$ cat src/rtl/sam_dmem_responder_pkg.sv
`default_nettype none
// ============================================================================
// Module   : sam_dmem_responder_pkg
// Purpose  : Shared FSM state encoding and constants for the data-memory
//            responder and its storage array.
// Revision : 1.0 - initial release
// ============================================================================
package sam_dmem_responder_pkg;

  // Responder FSM states, 2-bit encoding shared with memory-side loaders
  typedef enum logic [1:0] {
    ST_IDLE   = 2'd0,
    ST_WAIT   = 2'd1,
    ST_ACCESS = 2'd2,
    ST_RESP   = 2'd3
  } state_t;

  // Byte-enable value that writes a full 32-bit word
  localparam logic [3:0] BE_ALL = 4'hF;

endpackage
`default_nettype wire

$ cat src/rtl/sam_dmem_array.sv
`default_nettype none
// ============================================================================
// Module   : sam_dmem_array
// Purpose  : Single-port DEPTH x 32 RAM, byte-enabled write, registered read.
//            No reset: contents survive responder resets.
// Revision : 1.0 - initial release
// ============================================================================
module sam_dmem_array #(
  parameter int DEPTH  = 32,
  parameter int ADDR_W = 5
) (
  input  logic              clk,
  input  logic              en,
  input  logic              we,
  input  logic [ADDR_W-1:0] addr,
  input  logic [3:0]        be,
  input  logic [31:0]       wdata,
  output logic [31:0]       rdata
);

  logic [31:0] mem [DEPTH];

  // One access per enabled cycle: byte-masked write, or read into the output register
  always_ff @(posedge clk) begin
    if (en) begin
      if (we) begin
        for (int i = 0; i < 4; i++) begin
          if (be[i]) begin
            mem[addr][8*i +: 8] <= wdata[8*i +: 8];
          end
        end
      end else begin
        rdata <= mem[addr];
      end
    end
  end

endmodule
`default_nettype wire

$ cat src/rtl/sam_dmem_responder.sv
`default_nettype none
// ============================================================================
// Module   : sam_dmem_responder
// Purpose  : Slave end of the MEM-stage load/store port. Accepts one request,
//            waits WAIT_CYCLES, accesses the array, returns a held response.
// Revision : 1.0 - initial release
// ============================================================================
module sam_dmem_responder
  import sam_dmem_responder_pkg::*;
#(
  parameter int DEPTH       = 32,
  parameter int ADDR_W      = 5,
  parameter int WAIT_CYCLES = 0
) (
  input  logic        clk,
  input  logic        RN,
  input  logic        req_valid,
  output logic        req_ready,
  input  logic        req_we,
  input  logic [31:0] req_addr,
  input  logic [31:0] req_wdata,
  input  logic [3:0]  req_be,
  output logic        rsp_valid,
  input  logic        rsp_ready,
  output logic [31:0] rsp_rdata,
  output logic        rsp_err,
  output logic [15:0] rd_count,
  output logic [15:0] wr_count
);

  localparam logic [31:0] DEPTH_W = 32'(DEPTH);
  localparam logic [3:0]  WAIT_W  = 4'(WAIT_CYCLES);

  state_t      state;
  state_t      next_state;
  logic        we_q;
  logic [31:0] addr_q;
  logic [31:0] wdata_q;
  logic [3:0]  be_q;
  logic [3:0]  wait_cnt;
  logic        rdata_sel;
  logic        addr_err;
  logic        arr_en;
  logic [31:0] arr_rdata;
  logic        rsp_hs;

  // Range check on the latched word address: upper bits must be zero and the index below DEPTH
  always_comb begin
    addr_err = (addr_q[31:ADDR_W] != '0) ||
               ({{(32-ADDR_W){1'b0}}, addr_q[ADDR_W-1:0]} >= DEPTH_W);
  end

  // A reset landing on the ACCESS edge cancels the access, so gate the array with RN
  assign arr_en = (state == ST_ACCESS) && !addr_err && RN;
  assign rsp_hs = (state == ST_RESP) && rsp_ready;

  sam_dmem_array #(
    .DEPTH  (DEPTH),
    .ADDR_W (ADDR_W)
  ) u_array (
    .clk   (clk),
    .en    (arr_en),
    .we    (we_q),
    .addr  (addr_q[ADDR_W-1:0]),
    .be    (be_q & BE_ALL),
    .wdata (wdata_q),
    .rdata (arr_rdata)
  );

  // Load data comes straight from the array's read register; stores and errors return zero
  assign rsp_rdata = rdata_sel ? arr_rdata : 32'd0;

  // FSM state register
  always_ff @(posedge clk) begin
    if (!RN) begin
      state <= ST_IDLE;
    end else begin
      state <= next_state;
    end
  end

  // Next-state and handshake outputs
  always_comb begin
    next_state = state;
    req_ready  = 1'b0;
    rsp_valid  = 1'b0;
    case (state)
      ST_IDLE: begin
        req_ready = 1'b1;
        if (req_valid) begin
          next_state = (WAIT_CYCLES > 0) ? ST_WAIT : ST_ACCESS;
        end
      end
      ST_WAIT: begin
        if (wait_cnt == 4'd1) begin
          next_state = ST_ACCESS;
        end
      end
      ST_ACCESS: begin
        next_state = ST_RESP;
      end
      ST_RESP: begin
        rsp_valid = 1'b1;
        if (rsp_ready) begin
          next_state = ST_IDLE;
        end
      end
      default: next_state = ST_IDLE;
    endcase
  end

  // Request latches and wait-state counter
  always_ff @(posedge clk) begin
    if (!RN) begin
      we_q     <= 1'b0;
      addr_q   <= 32'd0;
      wdata_q  <= 32'd0;
      be_q     <= 4'd0;
      wait_cnt <= 4'd0;
    end else if ((state == ST_IDLE) && req_valid) begin
      we_q     <= req_we;
      addr_q   <= req_addr;
      wdata_q  <= req_wdata;
      be_q     <= req_be;
      wait_cnt <= WAIT_W;
    end else if (state == ST_WAIT) begin
      wait_cnt <= wait_cnt - 4'd1;
    end
  end

  // Response registers: captured in ACCESS, held through RESP until the handshake
  always_ff @(posedge clk) begin
    if (!RN) begin
      rdata_sel <= 1'b0;
      rsp_err   <= 1'b0;
    end else if (state == ST_ACCESS) begin
      rdata_sel <= !we_q && !addr_err;
      rsp_err   <= addr_err;
    end
  end

  // Completed-transaction counters; errored accesses are not counted
  always_ff @(posedge clk) begin
    if (!RN) begin
      rd_count <= 16'd0;
      wr_count <= 16'd0;
    end else if (rsp_hs && !rsp_err) begin
      if (we_q) begin
        wr_count <= wr_count + 16'd1;
      end else begin
        rd_count <= rd_count + 16'd1;
      end
    end
  end

endmodule
`default_nettype wire

$ cat config.mk
export PLATFORM = sky130hd
export DESIGN_NAME = sam_dmem_responder
export DESIGN_NICKNAME = d
export VERILOG_FILES = /design/src/rtl/sam_dmem_responder_pkg.sv /design/src/rtl/sam_dmem_array.sv /design/src/rtl/sam_dmem_responder.sv
export SDC_FILE = /design/constraint.sdc
export NUM_CORES = 1
export LEC_CHECK = 0
export ABC_AREA = 0
export BUFFER_PORTS_ARGS = -buffer_cell sky130_fd_sc_hd__buf_2
export CAP_MARGIN = 0
export CORE_MARGIN = 1.5
export CORE_UTILIZATION = 30
export DETAILED_ROUTE_END_ITERATION = 7
export HOLD_SLACK_MARGIN = 0.06
export PLACE_DENSITY = 0.47
export SLEW_MARGIN = 40
export SYNTH_ARGS = -nofsm -noshare
export SYNTH_HDL_FRONTEND = slang
export SYNTH_SLANG_ARGS = --single-unit
$ cat constraint.sdc
create_clock -name clk -period 4.3 [get_ports clk]
set_clock_uncertainty 0.15 [all_clocks]
set_input_delay 0.43 -clock clk [delete_from_list [all_inputs] [get_ports clk]]
set_output_delay 0.43 -clock clk [all_outputs]
set_load 0.01 [all_outputs]
* Word level (Yosys, flattened, before mapping)
Memory sizes are Yosys's and may differ from the RTL's. A register that Yosys moved wholly into a read port is not among the register bits.
Index checks and enable logic that the tools add are counted.
** Word-level totals
- Memories :: 1
- Word-level logic and storage cells :: 62
- Input port bits :: 73
- Bits in writable memories :: 1024
- Output and inout bits :: 67
- Register bits after elaboration :: 109
** Memories
- u_array.mem :: words 32, width 32, read ports 1, clocked after Yosys merged registers in 1, write ports 1, line sam_dmem_array.sv:21 : logic [31:0] mem [DEPTH];
** Operators by class
- Bitwise operators :: 2
- Equal/unequal tests :: 7
- Reduce and logical (&&, ||, !) cells :: 16
- Mux-type cells :: 23
- $add $sub $neg :: 3
** Operators with widths (count)
- adder 16 x 1 -> 16 bit, second input constant :: 2
- 2-to-1 mux 32 bit :: 1
- nonzero test 27 bit :: 1
- 2-to-1 mux 1 bit :: 18
- case mux 2 bit (4 select lines) :: 1
- logical AND 1 bit :: 6
- 2-to-1 mux 2 bit :: 3
- inequality test 2 bit, second input constant :: 3
- AND reduction 2 bit :: 3
- == test 2 bit, second input constant :: 2
- == test 4 x 1 -> 1 bit, second input constant :: 1
- subtractor 4 x 1 -> 4 bit, second input constant :: 1
- zero test 1 bit :: 3
- AND reduction 3 bit :: 1
- == test 2 x 1 -> 1 bit, second input constant :: 1
- zero test 2 bit :: 1
- inverter 1 bit :: 2
- OR reduction 2 bit :: 1

* Depth between registers and ports, before layout
- Depth in word-level cells :: 6
- Gate-level depth with buffers :: 8
- Mapped depth without buffers :: 5

* Modules after synthesis
From an unflattened synthesis, not the netlist that was laid out.
** Unflattened totals
- Cells, all modules :: 2824
- Area, all modules :: 45124.5 um2
** Modules (own cells, without submodules)
- sam_dmem_array :: sequential area each 31710.4 um2, area an instance 40595.2 um2, times used 1, cells each 2254
- sam_dmem_responder :: sequential area each 2182.1 um2, area an instance 4529.3 um2, times used 1, cells each 570

* Worst setup path before layout
OpenSTA, ideal clock, no wires.
- Path type :: register to register
- From :: reg addr_q[6]
- To :: mem u_array.mem[1][0] (enable)
- Data required time :: 3.780 ns
- Arrival time :: 2.116 ns
- Library setup time :: 0.370 ns
- Buffers on the path :: 1
- Path slack :: 1.663 ns
- Stages on the path, launching flop included :: 6
- Clock period less this slack :: 2.637 ns
- Path through :: dfxtp_1 > or4_4 > nor4_4 > nand3_4 > buf_6 > nor2_1
** Between the ends
- Word-level cells in the longest chain between the ends :: 6
** Ends and longest elaborated chain
- start: declaration :: line sam_dmem_responder.sv:37 : logic [31:0] addr_q;
- start signal: assignment :: line sam_dmem_responder.sv:122 : addr_q <= req_addr;
- nonzero test 27 bit :: line sam_dmem_responder.sv:49 : addr_err = (addr_q[31:ADDR_W] != '0) ||
- zero test 1 bit :: line sam_dmem_responder.sv:54 : assign arr_en = (state == ST_ACCESS) && !addr_err && RN;
- logical AND 1 bit (2 in series) :: line sam_dmem_responder.sv:54
- 2-to-1 mux 1 bit :: line sam_dmem_array.sv:25 : if (en) begin
- 2-to-1 mux 1 bit (implied by the code) :: line sam_dmem_array.sv:29 : mem[addr][8*i +: 8] <= wdata[8*i +: 8];
- end: declaration :: line sam_dmem_array.sv:21
No other way between the ends.

==> impl_summary.md <==
Power and ir drop
The leakage power of the design is 17.33 nW. The worst vdd rail ir drop is 0.3465 mV. The power per standard cell area is 457.2 nW/um^2.

Yosys
Yosys attributes the largest share of cell area to sky130_fd_sc_hd__edfxtp_1 (70%), sky130_fd_sc_hd__mux2i_1 (11%), sky130_fd_sc_hd__dfxtp_1 (4.8%). The Yosys step of the flow raised 0 warnings. The most common flop cell mapped by yosys is sky130_fd_sc_hd__edfxtp_1. The cell area after technology mapping is 45010 um^2. After synthesis the netlist holds a flip-flop and latch count of 1165.

The most frequent cell after synthesis is sky130_fd_sc_hd__edfxtp_1. Synthesis produced a netlist with a net count of 2898. The average instance in the mapped netlist occupies 15.96 um^2.

For this run, the register share of the synthesized area comes to 75.29%. The number of distinct standard cells referenced by the synthesized netlist is 46. For this run, asynchronously set or reset flops after synthesis account for 0%. Yosys mapped a number of flops with a built-in enable equal to 1056.

The commonest cells after synthesis are sky130_fd_sc_hd__edfxtp_1 (1056), sky130_fd_sc_hd__mux2i_1 (516), sky130_fd_sc_hd__o22ai_1 (256). The synthesized design spends more area on one cell type than any other, namely sky130_fd_sc_hd__edfxtp_1. The synthesized design devotes to its leading area cell type 70.45% of total area. The cell count after synthesis came out at 2821.

Clocking
The number of sinks on the clock net is 1165. The count of buffers added by post-CTS timing repair for setup is 0. The number of gates resized after CTS was 0. The clock latency on the worst-skew pair is 0.73 ns. Clock-pin slew was measured on the worst setup and hold paths at 0.06 ns. The level count of the clock H-tree is 3.

The clock root buffer is sky130_fd_sc_hd__clkbuf_16. TritonCTS created 118 clock buffers. Counting along the longest clock path gives a buffer depth of 3. The TritonCTS clock tree is done.

GRT
For this run the aggregate overflow at the end of global routing stands at 0. The via count of the first global-routing pass is 25660. The global-route wire length before repair is 192600 um. The number of antenna violations at the first check in global routing is 4. The maximum number of pins on one net before global-route repair is 70. The global-route usage over all layers is 17.69%.

Route
The starting DRC count in detailed routing is 2435. The post-route DRC violation count is 0. The detailed-router iteration count before antenna repair is 5. The count of nets left with antenna violations once routing finished came out at 0. Dividing the detail-routed wire length by the instance count gives 25.85 um.

The total via count after detailed routing is 25780. The detail-routed via count per cell is 4.877. After detailed routing, the total wire length is 136700 um.

Placement
Buffers placed on the I/O ports in this run total 139. The congestion estimate from routability-driven global placement came to 0.8154. Including well taps, the total number of placed cells is 5002. The HPWL after detailed placement is 89030 um.

Floorplanning
The floorplan has 141 rows. The x dimension of the die is 390.4 um. The number of ports placed on the die boundary is 140.

The area of the core region is 148400 um^2. The die is 390.4 um tall. The initial core utilization is 30.34%. The die covers 152400 um^2.

Worst hold path
The critical hold path startpoint is req_valid. Along the worst hold path, the cell count comes to 4. The classification of the worst-slack hold path is input pin to register.

The path with the worst hold slack has its endpoint at wait_cnt[0]$_SDFFE_PP0N_.

Worst setup path
Traced cell by cell, the critical path runs through nand4bb_2 -> buf_4 -> buf_4 -> o22ai_1 -> nor4_1 -> nand2_1. The beginning of the worst register-to-register path is addr_q[4]$_SDFFE_PN0P_. The element type at the critical path end is a register.

For the worst setup path, the data arrival time is 3.57 ns. On the critical path, the stage with the largest delay is an instance of sky130_fd_sc_hd__dfxtp_1. The critical register-to-register path endpoint is u_array.rdata[21]$_DFFE_PP_. For the worst flop-to-flop path, the logic depth is 6. The required time of the worst setup path is 4.60 ns. The largest single stage delay on the critical path is 0.85 ns. The kind of start point of the critical path is a register.

The reg-to-reg setup timing slack is 1.03 ns. Of all nets on the critical path, the largest fanout is 25. The most numerous cell type found on the critical path is sky130_fd_sc_hd__buf_4. The type of the worst setup path is register to register.

Timing
Setup total negative slack on the finished layout was measured at 0 ns. Static timing analysis puts the maximum clock frequency at 0.3061 GHz. The portion of the clock cycle consumed by the worst path in the final layout is 75.97%. The number of pins exceeding their max-slew limit in the final report is 0. Setup repair after global routing left no endpoint under its margin. The setup-violating endpoint count in the final report is 0. The number of hold violations in the final report came to 0. Subtracting the final worst setup slack from the clock period gives 3.267 ns. The relative max-transition margin is 38.77%.

The transition time at the pin with the least slew margin is 0.9163 ns.

Final layout
The share of the core filled with cells in the final layout is 36.20%. The area growth from synthesis to layout is 19.33%. The net total in the final layout is 3268.

The post-route netlist has 16.78% of its cells at a drive strength greater than 1. The count of cells in the finished layout, fillers not included, comes to 5286.

Job
Across the run, the number of max-cap violations was 0.

Run status
The flow ran to the end, and the final reports show no timing, DRC or antenna violations.
==> where the power goes <==
group          total (W)  internal, W  switching [W]  leakage [nW]
sequential        0.0127       0.0126       0.000192          10.7
combinational    0.00181     0.000638        0.00117          4.85
clock             0.0100      0.00570        0.00430          1.80
total             0.0246       0.0189        0.00567          17.3
==> routing by layer <==
metal | vias up | track usage, % | part of all wire (%)
li1 | 11680 | - | -
met1 | 13150 | 25.38 | 46
met2 | 778 | 27.85 | 46
met3 | 171 | 2.899 | 5.5
met4 | 2 | 4.386 | 2.3
met5 | - | 0 | 0.0095
==> registers in the layout, indices dropped and copies added (netlist names) <==
signal and count:
rsp_err 1, wdata_q 32, u_array.mem 1024, u_array.rdata 32, be_q 4, wr_count 16
addr_q 32, state 2, rd_count 16, rdata_sel 1, we_q 1, wait_cnt 4
==> stage by stage <==
stage	cell area [um^2]	setup slack (ns)	power, W	hold slack, ns
2_1_floorplan	45010	1.663	0.01390	0.2808
3_3_place_gp	49230	1.028	0.01475	0.2890
3_5_place_dp	49300	1.052	0.01476	0.2948
4_1_cts	53710	1.048	0.02478	0.09585
5_1_grt	53710	0.8937	0.02533	0.1431
6_report	53720	1.033	0.02456	0.1470
==> area by class of cell <==
class | count | area [um^2]
clock buffer | 146 | 3079
timing repair buffer | 426 | 3186
fill | 14100 | 94650
sequential | 1165 | 33920
clock inverter | 66 | 618.1
tap | 2002 | 2505
multi-input combinational | 1472 | 10380
antenna | 1 | 2.502
inverter | 8 | 32.53
==> critical path, delay by kind of cell (launching register included) <==
kind	cells	cell delay [ns]
compound gates	1	0.10
buf+inv	2	0.61
flops	1	0.85
simple gates	3	1.26
==> layout by cell type (no fill, tap or decap), types with 11 or more instances in the layout <==
cell                            synthesis  layout
sky130_fd_sc_hd__edfxtp_1            1056    1056
sky130_fd_sc_hd__or3_1                 12      12
sky130_fd_sc_hd__nor4_1                69      69
sky130_fd_sc_hd__nand2_1              216     215
sky130_fd_sc_hd__mux2i_1              516     516
sky130_fd_sc_hd__clkbuf_1             139      27
sky130_fd_sc_hd__o21ai_0               13      13
sky130_fd_sc_hd__buf_4                  0     204
sky130_fd_sc_hd__buf_12                 0      11
sky130_fd_sc_hd__nand3_1               15      15
sky130_fd_sc_hd__a21oi_1               86      86
sky130_fd_sc_hd__dlygate4sd3_1          0      71
sky130_fd_sc_hd__bufinv_16              0      11
sky130_fd_sc_hd__clkbuf_16              0     119
sky130_fd_sc_hd__buf_2                 21     139
sky130_fd_sc_hd__clkinv_2               0      14
sky130_fd_sc_hd__o22ai_1              256     256
sky130_fd_sc_hd__nor2_1               156     156
sky130_fd_sc_hd__clkinv_1               0      30
sky130_fd_sc_hd__dfxtp_1              109      96
sky130_fd_sc_hd__and2_1                37      35
==> cell families (layout without fill, tap and decap cells) <==
family / count (synthesis) / after routing / synth area share [%]
flops: 1165 / 1165 / 75.29
mux: 518 / 518 / 11.52
other cells: 0 / 1 / 0
compound gates: 362 / 362 / 4.781
simple gates: 574 / 574 / 6.226
buf+inv: 184 / 646 / 1.793
xor+xnor: 14 / 14 / 0.2724
fa+ha+maj: 4 / 4 / 0.1112
==> how the worst max path moves through the flow <==
stage | from | endpoint | slack, ns | depth (start not counted)
floorplan | addr_q[6]$_SDFFE_PN0P_ | u_array.mem[1][0]$_DFFE_PP_ | 1.66 | 5
global placement | addr_q[1]$_SDFFE_PN0P_ | u_array.rdata[23]$_DFFE_PP_ | 1.03 | 5
detailed placement | addr_q[23]$_SDFFE_PN0P_ | u_array.mem[20][13]$_DFFE_PP_ | 1.05 | 4
CTS | addr_q[23]$_SDFFE_PN0P_ | u_array.mem[27][12]$_DFFE_PP_ | 1.05 | 4
global route | addr_q[23]$_SDFFE_PN0P_ | u_array.mem[20][11]$_DFFE_PP_ | 0.89 | 4
finish | addr_q[4]$_SDFFE_PN0P_ | u_array.rdata[21]$_DFFE_PP_ | 1.03 | 6
==> what timing repair did <==
item                                    4_1_cts  5_1_grt
hold buffers                                 71        0
hold endpoints to repair                     79        0
endpoints found under the setup margin        0        0
Power figures use the tool's default switching activity.
